File: src/rtl/gtx_frame_gen.sv
// GTX TX frame generator: comma idle, header with sequence number, then counter or
// PRBS-7 payload words ending in a fixed trailer. All outputs are registered.
module gtx_frame_gen #(
    parameter int          BYTES         = 4,
    parameter int          PAYLOAD_WORDS = 1,
    parameter int          SEQ_WIDTH     = 14,
    parameter logic [7:0]  COMMA         = 8'hBC,
    parameter logic [15:0] TRAILER       = 16'h0E0D
) (
    input  logic                 CLK,
    input  logic                 RST_N,
    input  logic                 EN,
    input  logic                 TX_READY,
    input  logic                 MODE,
    output logic [8*BYTES-1:0]   gt0_txdata,
    output logic [BYTES-1:0]     gt0_txcharisk,
    output logic                 FRAME_START,
    output logic [31:0]          FRAME_CNT
);

    localparam int               W         = 8 * BYTES;
    localparam int               HALF      = 4 * BYTES;
    localparam logic [W-1:0]     IDLE_WORD = {BYTES{COMMA}};
    localparam logic [BYTES-1:0] HDR_ISK   = BYTES'((1 << (BYTES / 2)) - 1);
    localparam logic [8:0]       LAST_CNT  = 9'(PAYLOAD_WORDS);

    typedef enum logic [1:0] {IDLE, HDR, PAY} state_t;

    state_t               state;
    logic [SEQ_WIDTH-1:0] seq;
    logic [SEQ_WIDTH-1:0] seq_inc;
    logic [6:0]           lfsr;
    logic [6:0]           lfsr_src;
    logic [6:0]           lfsr_nxt;
    logic [7:0]           p;
    logic [7:0]           p_src;
    logic [7:0]           p_nxt;
    logic [8:0]           pay_cnt;
    logic                 frame_mode;
    logic                 mode_src;
    logic                 last_word;
    logic                 fb;
    logic [W-1:0]         pay_word;
    logic [W-1:0]         hdr_cur;
    logic [W-1:0]         hdr_inc;

    // Header: commas in the lower half, sequence number left-justified in the upper half.
    function automatic logic [W-1:0] hdr_word(input logic [SEQ_WIDTH-1:0] s);
        logic [W-1:0] w;
        w = IDLE_WORD;
        w[W-1 -: HALF] = HALF'(s) << (HALF - SEQ_WIDTH);
        return w;
    endfunction

    // The output register holds the word of the state being entered, so the first payload
    // word is generated while still in HDR from the fresh seed and a zero byte counter.
    always_comb begin
        lfsr_src  = (state == HDR) ? 7'h7F : lfsr;
        p_src     = (state == HDR) ? 8'd0 : p;
        mode_src  = (state == HDR) ? MODE : frame_mode;
        last_word = (state == HDR) ? (LAST_CNT == 9'd1) : (pay_cnt == LAST_CNT - 9'd1);
        lfsr_nxt  = lfsr_src;
        pay_word  = '0;
        fb        = 1'b0;
        for (int b = 0; b < BYTES; b++) begin
            for (int k = 7; k >= 0; k--) begin
                fb       = lfsr_nxt[6] ^ lfsr_nxt[5];
                lfsr_nxt = {lfsr_nxt[5:0], fb};
                if (mode_src) begin
                    pay_word[8*b+k] = fb;
                end
            end
            if (!mode_src) begin
                pay_word[8*b +: 8] = p_src + 8'(b);
            end
        end
        if (last_word) begin
            pay_word[W-1 -: 16] = TRAILER;
        end
        p_nxt   = p_src + 8'(BYTES);
        seq_inc = seq + 1'b1;
        hdr_cur = hdr_word(seq);
        hdr_inc = hdr_word(seq_inc);
    end

    always_ff @(posedge CLK or negedge RST_N) begin
        if (!RST_N) begin
            state         <= IDLE;
            gt0_txdata    <= IDLE_WORD;
            gt0_txcharisk <= '1;
            FRAME_START   <= 1'b0;
            FRAME_CNT     <= 32'd0;
            seq           <= '0;
            lfsr          <= 7'h7F;
            p             <= 8'd0;
            pay_cnt       <= 9'd0;
            frame_mode    <= 1'b0;
        end else begin
            case (state)
                IDLE: begin
                    if (EN && TX_READY) begin
                        state         <= HDR;
                        gt0_txdata    <= hdr_cur;
                        gt0_txcharisk <= HDR_ISK;
                        FRAME_START   <= 1'b1;
                    end else begin
                        gt0_txdata    <= IDLE_WORD;
                        gt0_txcharisk <= '1;
                        FRAME_START   <= 1'b0;
                    end
                end
                HDR: begin
                    if (!TX_READY) begin
                        state         <= IDLE;
                        gt0_txdata    <= IDLE_WORD;
                        gt0_txcharisk <= '1;
                        FRAME_START   <= 1'b0;
                    end else begin
                        state         <= PAY;
                        gt0_txdata    <= pay_word;
                        gt0_txcharisk <= '0;
                        FRAME_START   <= 1'b0;
                        frame_mode    <= MODE;
                        lfsr          <= lfsr_nxt;
                        p             <= p_nxt;
                        pay_cnt       <= 9'd1;
                    end
                end
                PAY: begin
                    if (!TX_READY) begin
                        state         <= IDLE;
                        gt0_txdata    <= IDLE_WORD;
                        gt0_txcharisk <= '1;
                        FRAME_START   <= 1'b0;
                    end else if (pay_cnt == LAST_CNT) begin
                        FRAME_CNT <= FRAME_CNT + 32'd1;
                        seq       <= seq_inc;
                        if (EN) begin
                            state         <= HDR;
                            gt0_txdata    <= hdr_inc;
                            gt0_txcharisk <= HDR_ISK;
                            FRAME_START   <= 1'b1;
                        end else begin
                            state         <= IDLE;
                            gt0_txdata    <= IDLE_WORD;
                            gt0_txcharisk <= '1;
                            FRAME_START   <= 1'b0;
                        end
                    end else begin
                        gt0_txdata <= pay_word;
                        lfsr       <= lfsr_nxt;
                        p          <= p_nxt;
                        pay_cnt    <= pay_cnt + 9'd1;
                    end
                end
                default: begin
                    state         <= IDLE;
                    gt0_txdata    <= IDLE_WORD;
                    gt0_txcharisk <= '1;
                    FRAME_START   <= 1'b0;
                end
            endcase
        end
    end

endmodule

File: config.mk
export PLATFORM = sky130hd
export DESIGN_NAME = gtx_frame_gen
export DESIGN_NICKNAME = d
export VERILOG_FILES = /design/src/rtl/gtx_frame_gen.sv
export SDC_FILE = /design/constraint.sdc
export NUM_CORES = 1
export LEC_CHECK = 0
export CAP_MARGIN = 20
export CORE_MARGIN = 2
export CORE_UTILIZATION = 35
export CTS_CLUSTER_DIAMETER = 60
export CTS_CLUSTER_SIZE = 16
export DETAILED_ROUTE_END_ITERATION = 7
export SLEW_MARGIN = 20
export SYNTH_ARGS = -nofsm -noshare
export SYNTH_HDL_FRONTEND = slang
export SYNTH_SLANG_ARGS = --single-unit
export TNS_END_PERCENT = 10
File: constraint.sdc
create_clock -name CLK -period 3.2 [get_ports CLK]
set_input_delay 0.48 -clock CLK [delete_from_list [all_inputs] [get_ports CLK]]
set_output_delay 0.48 -clock CLK [all_outputs]
set_load 0.1 [all_outputs]
Word-level counts from Yosys, hierarchy flattened. Index checks and enable logic that the tools add are counted.

$add $sub $neg: 7. Eq/ne operators: 8. Muxes and demuxes: 44. Bitwise logic cells: 32. Reduce and logical (&&, ||, !) cells: 8.

Operator list (number): 32-bit two-way mux (5); 32-bit case mux with 3 select lines (1); 8-bit two-way mux (8); 32-bit by 1-bit adder with 32-bit output, second input constant (1); 1-bit XOR (32); 7-bit two-way mux (4); 9-bit two-way mux (3); 4-bit two-way mux (5); 9-bit case mux with 2 select lines (1); 8-bit by 2-bit adder with 8-bit output, second input constant (2); 16-bit two-way mux (1); 8-bit case mux with 2 select lines (1); 14-bit by 1-bit adder with 14-bit output, second input constant (1); 7-bit case mux with 2 select lines (1); 4-bit case mux with 3 select lines (1); 9-bit by 1-bit adder with 9-bit output, second input constant (1); 9-bit by 1-bit equality test with 1-bit output, second input constant (1); 9-bit zero test (1); 8-bit by 1-bit adder with 8-bit output, second input constant (1); 8-bit by 3-bit adder with 8-bit output, second input constant (1); 2-bit two-way mux (4); 2-bit inequality test, second input constant (4); 1-bit two-way mux (7); 2-bit case mux with 3 select lines (1); 10 further kinds (11).

Bits in registers: 110. Bits of input ports: 5. Logic and storage cells: 109.

Logic depth before layout (Yosys ltp).
Depth in word-level cells: 13. Mapped depth: 13.

Least setup slack after synthesis. OpenSTA, ideal clock, no wires.

Path type: reg-to-reg. Start: register FRAME_CNT[5]. End: register FRAME_CNT[22]. Arrival: 2.414 ns. Slack: 0.628 ns. Stages on the path, launching flop included: 9. Path buffers: 2. Clock period less this slack: 2.572 ns. Cells stage by stage: dfrtp_1 -> and4_1 -> and4_1 -> buf_1 -> nand4_1 -> nor2b_1 -> buf_4 -> nand4_1 -> xnor2_1.

Cells in the longest elaborated chain, start to end: 1.

Ends and longest elaborated chain: start: declaration (RTL line 18) `output logic [31:0] FRAME_CNT`; start signal: assignment (RTL line 136) `FRAME_CNT <= FRAME_CNT + 32'd1;`; 32-bit by 1-bit adder with 32-bit output (RTL line 136).

No other way between the ends. A chain may end at the register's enable or synchronous reset.

Worst setup path after layout.
Start: register state[1]. End: register gt0_txdata[20].

Cells in the longest elaborated chain, start to end: 11. Elaborated cells on any way between the ends: 22. Classes of those cells: 1 x add/sub; 2 x eq/ne; 10 x mux; 8 x bitwise; 1 x reduce/logical.

Ends and longest elaborated chain: start: declaration (RTL line 29) `state_t state;`; start signal: assignment (RTL line 88) `state <= IDLE;`; start signal: assignment (RTL line 102) `state <= HDR;`; start signal: assignment (RTL line 114) `state <= IDLE;`; parallel branches: the longest is 10 deep, another holds 8-bit by 2-bit adder with 8-bit output; 32-bit case mux with 3 select lines * (RTL line 99) `case (state)`; end signal: assignment (RTL line 103) `gt0_txdata <= hdr_cur;`; end signal: assignment (RTL line 140) `gt0_txdata <= hdr_inc;`; end signal: assignment (RTL line 150) `gt0_txdata <= pay_word;`; end: declaration (RTL line 15) `output logic [8*BYTES-1:0] gt0_txdata,`.

Every way passes the cells marked *.

==> flow_metrics.py <==
metrics = {
    "outcome": {
        "status": "finished, final reports clean",
    },
    "route": {
        "wl_per_cell_um": 17.0,
        "num_vias": 4739,
        "top_layer_used": "met4",
        "remaining_drc_errors": 0,
        "wl_met3_um": 798,
        "drt-initial-drc-count": 336,
        "ant_nets": 0,
        "met2_length_um": 6750,
        "wl_um": 15500,
        "m1WireLength_um": 7610,
        "routed_via_density": 5.20,
        "firstDrtPassIters": 4,
    },
    "logic_synthesis": {
        "ys_seq_area_share_pct": 46.0,
        "synthAdderAreaFrac_pct": 2.10,
        "syn-num-nets": 646,
        "synthFlopType": "dfrtp_1",
        "yosysUniqueCellTypes": 56,
        "yosysMostFrequentCell": "xnor2_1",
        "synth_edf_count": 0,
        "synth_top_area_share_pct": 33.2,
        "syn_area_um2": 5950,
        "synth_top_family_by_area": "simple AND/OR/NAND/NOR gates",
        "synth_simple_gate_area_share_pct": 19.2,
        "synth_compound_area_share_pct": 12.0,
        "synth_area_leaders": "dfrtp_1 33%, dfstp_2 13%, xnor2_1 12%",
        "synth.top_cells.by_count": "80 x xnor2_1, 79 x dfrtp_1, 76 x nand2_1, 56 x nor2_1, 40 x o21ai_0",
        "yosysWarningCount": 0,
        "netlist_instances": 631,
        "synthMuxAreaShare_pct": 1.24,
        "yosysTopAreaCell": "dfrtp_1",
        "async_flop_share_pct": 100,
        "synth_seq_cells": 108,
        "avgSynthCellArea_um2": 9.43,
        "synth-xor-area-share_pct": 15.4,
    },
    "final_layout": {
        "layout-drive-gt1-share_pct": 20.4,
        "utilization_pct": 42.3,
        "nets": 702,
        "antennaDiodeCount": 0,
        "area_growth_pct": 17.7,
    },
    "floorplanning": {
        "ios": 74,
        "die-width_um": 134,
        "rows": 47,
        "die_y_um": 134,
        "core_um2": 16600,
        "floorplan.die_area_um2": 18100,
        "start_util_pct": 35.9,
    },
    "power_and_ir_drop": {
        "cellLeakagePower_nw": 3.03,
        "switchingPower_mw": 2.49,
        "comb_power_share_pct": 46.1,
        "internal_power_mw": 3.01,
        "pwr-share-seq_pct": 34.0,
        "power.density_nw_per_um2": 785,
        "pwr-share-clk_pct": 19.9,
        "p_sw_share_pct": 45.3,
        "ir_drop_mv": 0.300,
    },
    "global_routing": {
        "grt.total_usage_pct": 17.9,
        "grt_max_degree": 68,
        "first_global_vias": 4670,
        "grt_pass1_wl_um": 25400,
        "overflow": 0,
        "antenna_found_initial": 0,
    },
    "clock_tree": {
        "cts_resized": 0,
        "cts_tree": "yes",
        "cts_setup_buffers": 0,
        "clock-sinks": 108,
        "clock_latency_ps": 360,
        "numCtsBuffers": 9,
        "cts_hold_buffers": 0,
        "clock_path_buffers": 2,
        "htreeDepth": 3,
        "cts_root_buf": "clkbuf_16",
        "cts.clk_slew.worst_paths_ps": 80,
    },
    "critical_path": {
        "r2r-end": "gt0_txdata[20]$_DFF_PN1_",
        "critPathCaptureType": "register",
        "critical_path_peak_fanout": 15,
        "crit_arrival_ps": 3130,
        "reg2regPathDepth": 11,
        "cp-start-kind": "register",
        "critPathRequiredTime_ps": 3450,
        "r2r_setup_slack_ps": 330,
        "reg2reg_from": "state[1]$_DFFE_PN0P_",
        "crit_type": "reg2reg",
    },
    "timing": {
        "drv_slew": 0,
        "finalSetupViolCount": 0,
        "rsz0062_at_grt": "no",
        "fin_skew_ps": 11.1,
        "fin_tns_setup_ps": 0,
        "max_freq_ghz": 0.348,
        "min_period_ps": 2870,
        "maxSlewHeadroom_pct": 33.7,
        "hold_viol_final": 0,
        "tightestPinTransition_ps": 991,
        "period_share_pct": 89.8,
    },
    "place": {
        "port_buffers": 73,
        "hpwlAfterDp_um": 11200,
        "routabilityCongestion": 0.930,
    },
    "worst_hold_path": {
        "hold_class": "in2async",
    },
    "flow_run": {
        "maxCapViolations": 0,
    },
}
-- power by group through the flow --
stage	sequential [mW]	combinational, mW	clock (mW)
6_report	1.87	2.54	1.09
3_5_place_dp	1.89	2.52	0
3_3_place_gp	1.88	2.51	0
2_1_floorplan	2.26	1.54	0
4_1_cts	1.87	2.54	1.12
5_1_grt	1.91	2.74	1.19
-- routing by layer --
metal  track usage, %  up-vias
met2             26.7      143
met4             6.55        0
met3             3.06       22
li1                 -     2263
met1             26.0     2311
met5                0        -
-- kinds of logic (layout without fill, tap and decap cells) --
logic type / count (synthesis) / count (layout)
buf+inv: 59 / 120
fa+ha+maj: 10 / 10
flops: 108 / 108
compound gates: 116 / 116
mux: 7 / 7
simple gates: 229 / 229
xor+xnor: 102 / 102
-- placed cells by master (no fill, tap or decap), types with 5 or more instances in the layout --
| master | count |
|---|---|
| a211oi_1 | 5 |
| a21oi_1 | 31 |
| and2_1 | 5 |
| and3_1 | 15 |
| buf_4 | 79 |
| clkbuf_16 | 9 |
| clkdlybuf4s50_1 | 6 |
| dfrtp_1 | 79 |
| dfstp_2 | 29 |
| ha_1 | 10 |
| inv_1 | 17 |
| nand2_1 | 76 |
| nand3_1 | 23 |
| nand4_1 | 18 |
| nor2_1 | 56 |
| nor2b_1 | 5 |
| nor3_1 | 9 |
| o21ai_0 | 40 |
| o221ai_1 | 5 |
| o22ai_1 | 7 |
| xnor2_1 | 80 |
| xor2_1 | 20 |
-- layout make-up --
| type | instances | area, um2 |
|---|---|---|
| clock inverters | 6 | 53.8 |
| clock buffers | 10 | 229 |
| repair buffers | 86 | 673 |
| multi-input cells | 464 | 2970 |
| fillers | 1680 | 9580 |
| inverters | 18 | 67.6 |
| flip-flops and latches | 108 | 2740 |
| well taps | 220 | 275 |
-- metrics by stage --
stage	instance area [um2]	setup WS, ps	std cells	power (mW)	hold WS [ps]
final	7010	326	912	5.50	119
after global routing	7010	113	912	5.84	152
after CTS	7010	347	912	5.53	128
after detailed placement	6720	381	896	4.41	478
after global placement	6720	367	896	4.39	465
after floorplan	5950	628	631	3.80	184
-- worst max-delay path: stages, from the launching register on --
cell and delay, ps:
dfrtp_1 580, nand2b_1 320, buf_4 280, nand2_1 140, inv_1 90, ha_1 320
nand2_1 120, xnor2_1 160, nor2_1 60, a21oi_1 230, a21oi_1 120, o221ai_1 340
-- worst max path at each step --
stage,depth (start not counted),start,endpoint
floorplan,8,FRAME_CNT[5]$_DFFE_PN0P_,FRAME_CNT[22]$_DFFE_PN0P_
global route,10,state[0]$_DFFE_PN0P_,gt0_txdata[29]$_DFF_PN1_
global placement,10,state[0]$_DFFE_PN0P_,gt0_txdata[29]$_DFF_PN1_
CTS,11,state[1]$_DFFE_PN0P_,gt0_txdata[20]$_DFF_PN1_
detailed placement,11,state[1]$_DFFE_PN0P_,gt0_txdata[20]$_DFF_PN1_
finish,11,state[1]$_DFFE_PN0P_,gt0_txdata[20]$_DFF_PN1_
-- sequential cells by signal (all words and copies together), names as in the netlist --
| signal | cells |
|---|---|
| p | 8 |
| FRAME_CNT | 32 |
| lfsr | 7 |
| pay_cnt | 9 |
| frame_mode | 1 |
| seq | 14 |
| state | 2 |
| gt0_txdata | 32 |
| FRAME_START | 1 |
| gt0_txcharisk | 2 |
Power figures use the tool's default switching activity.
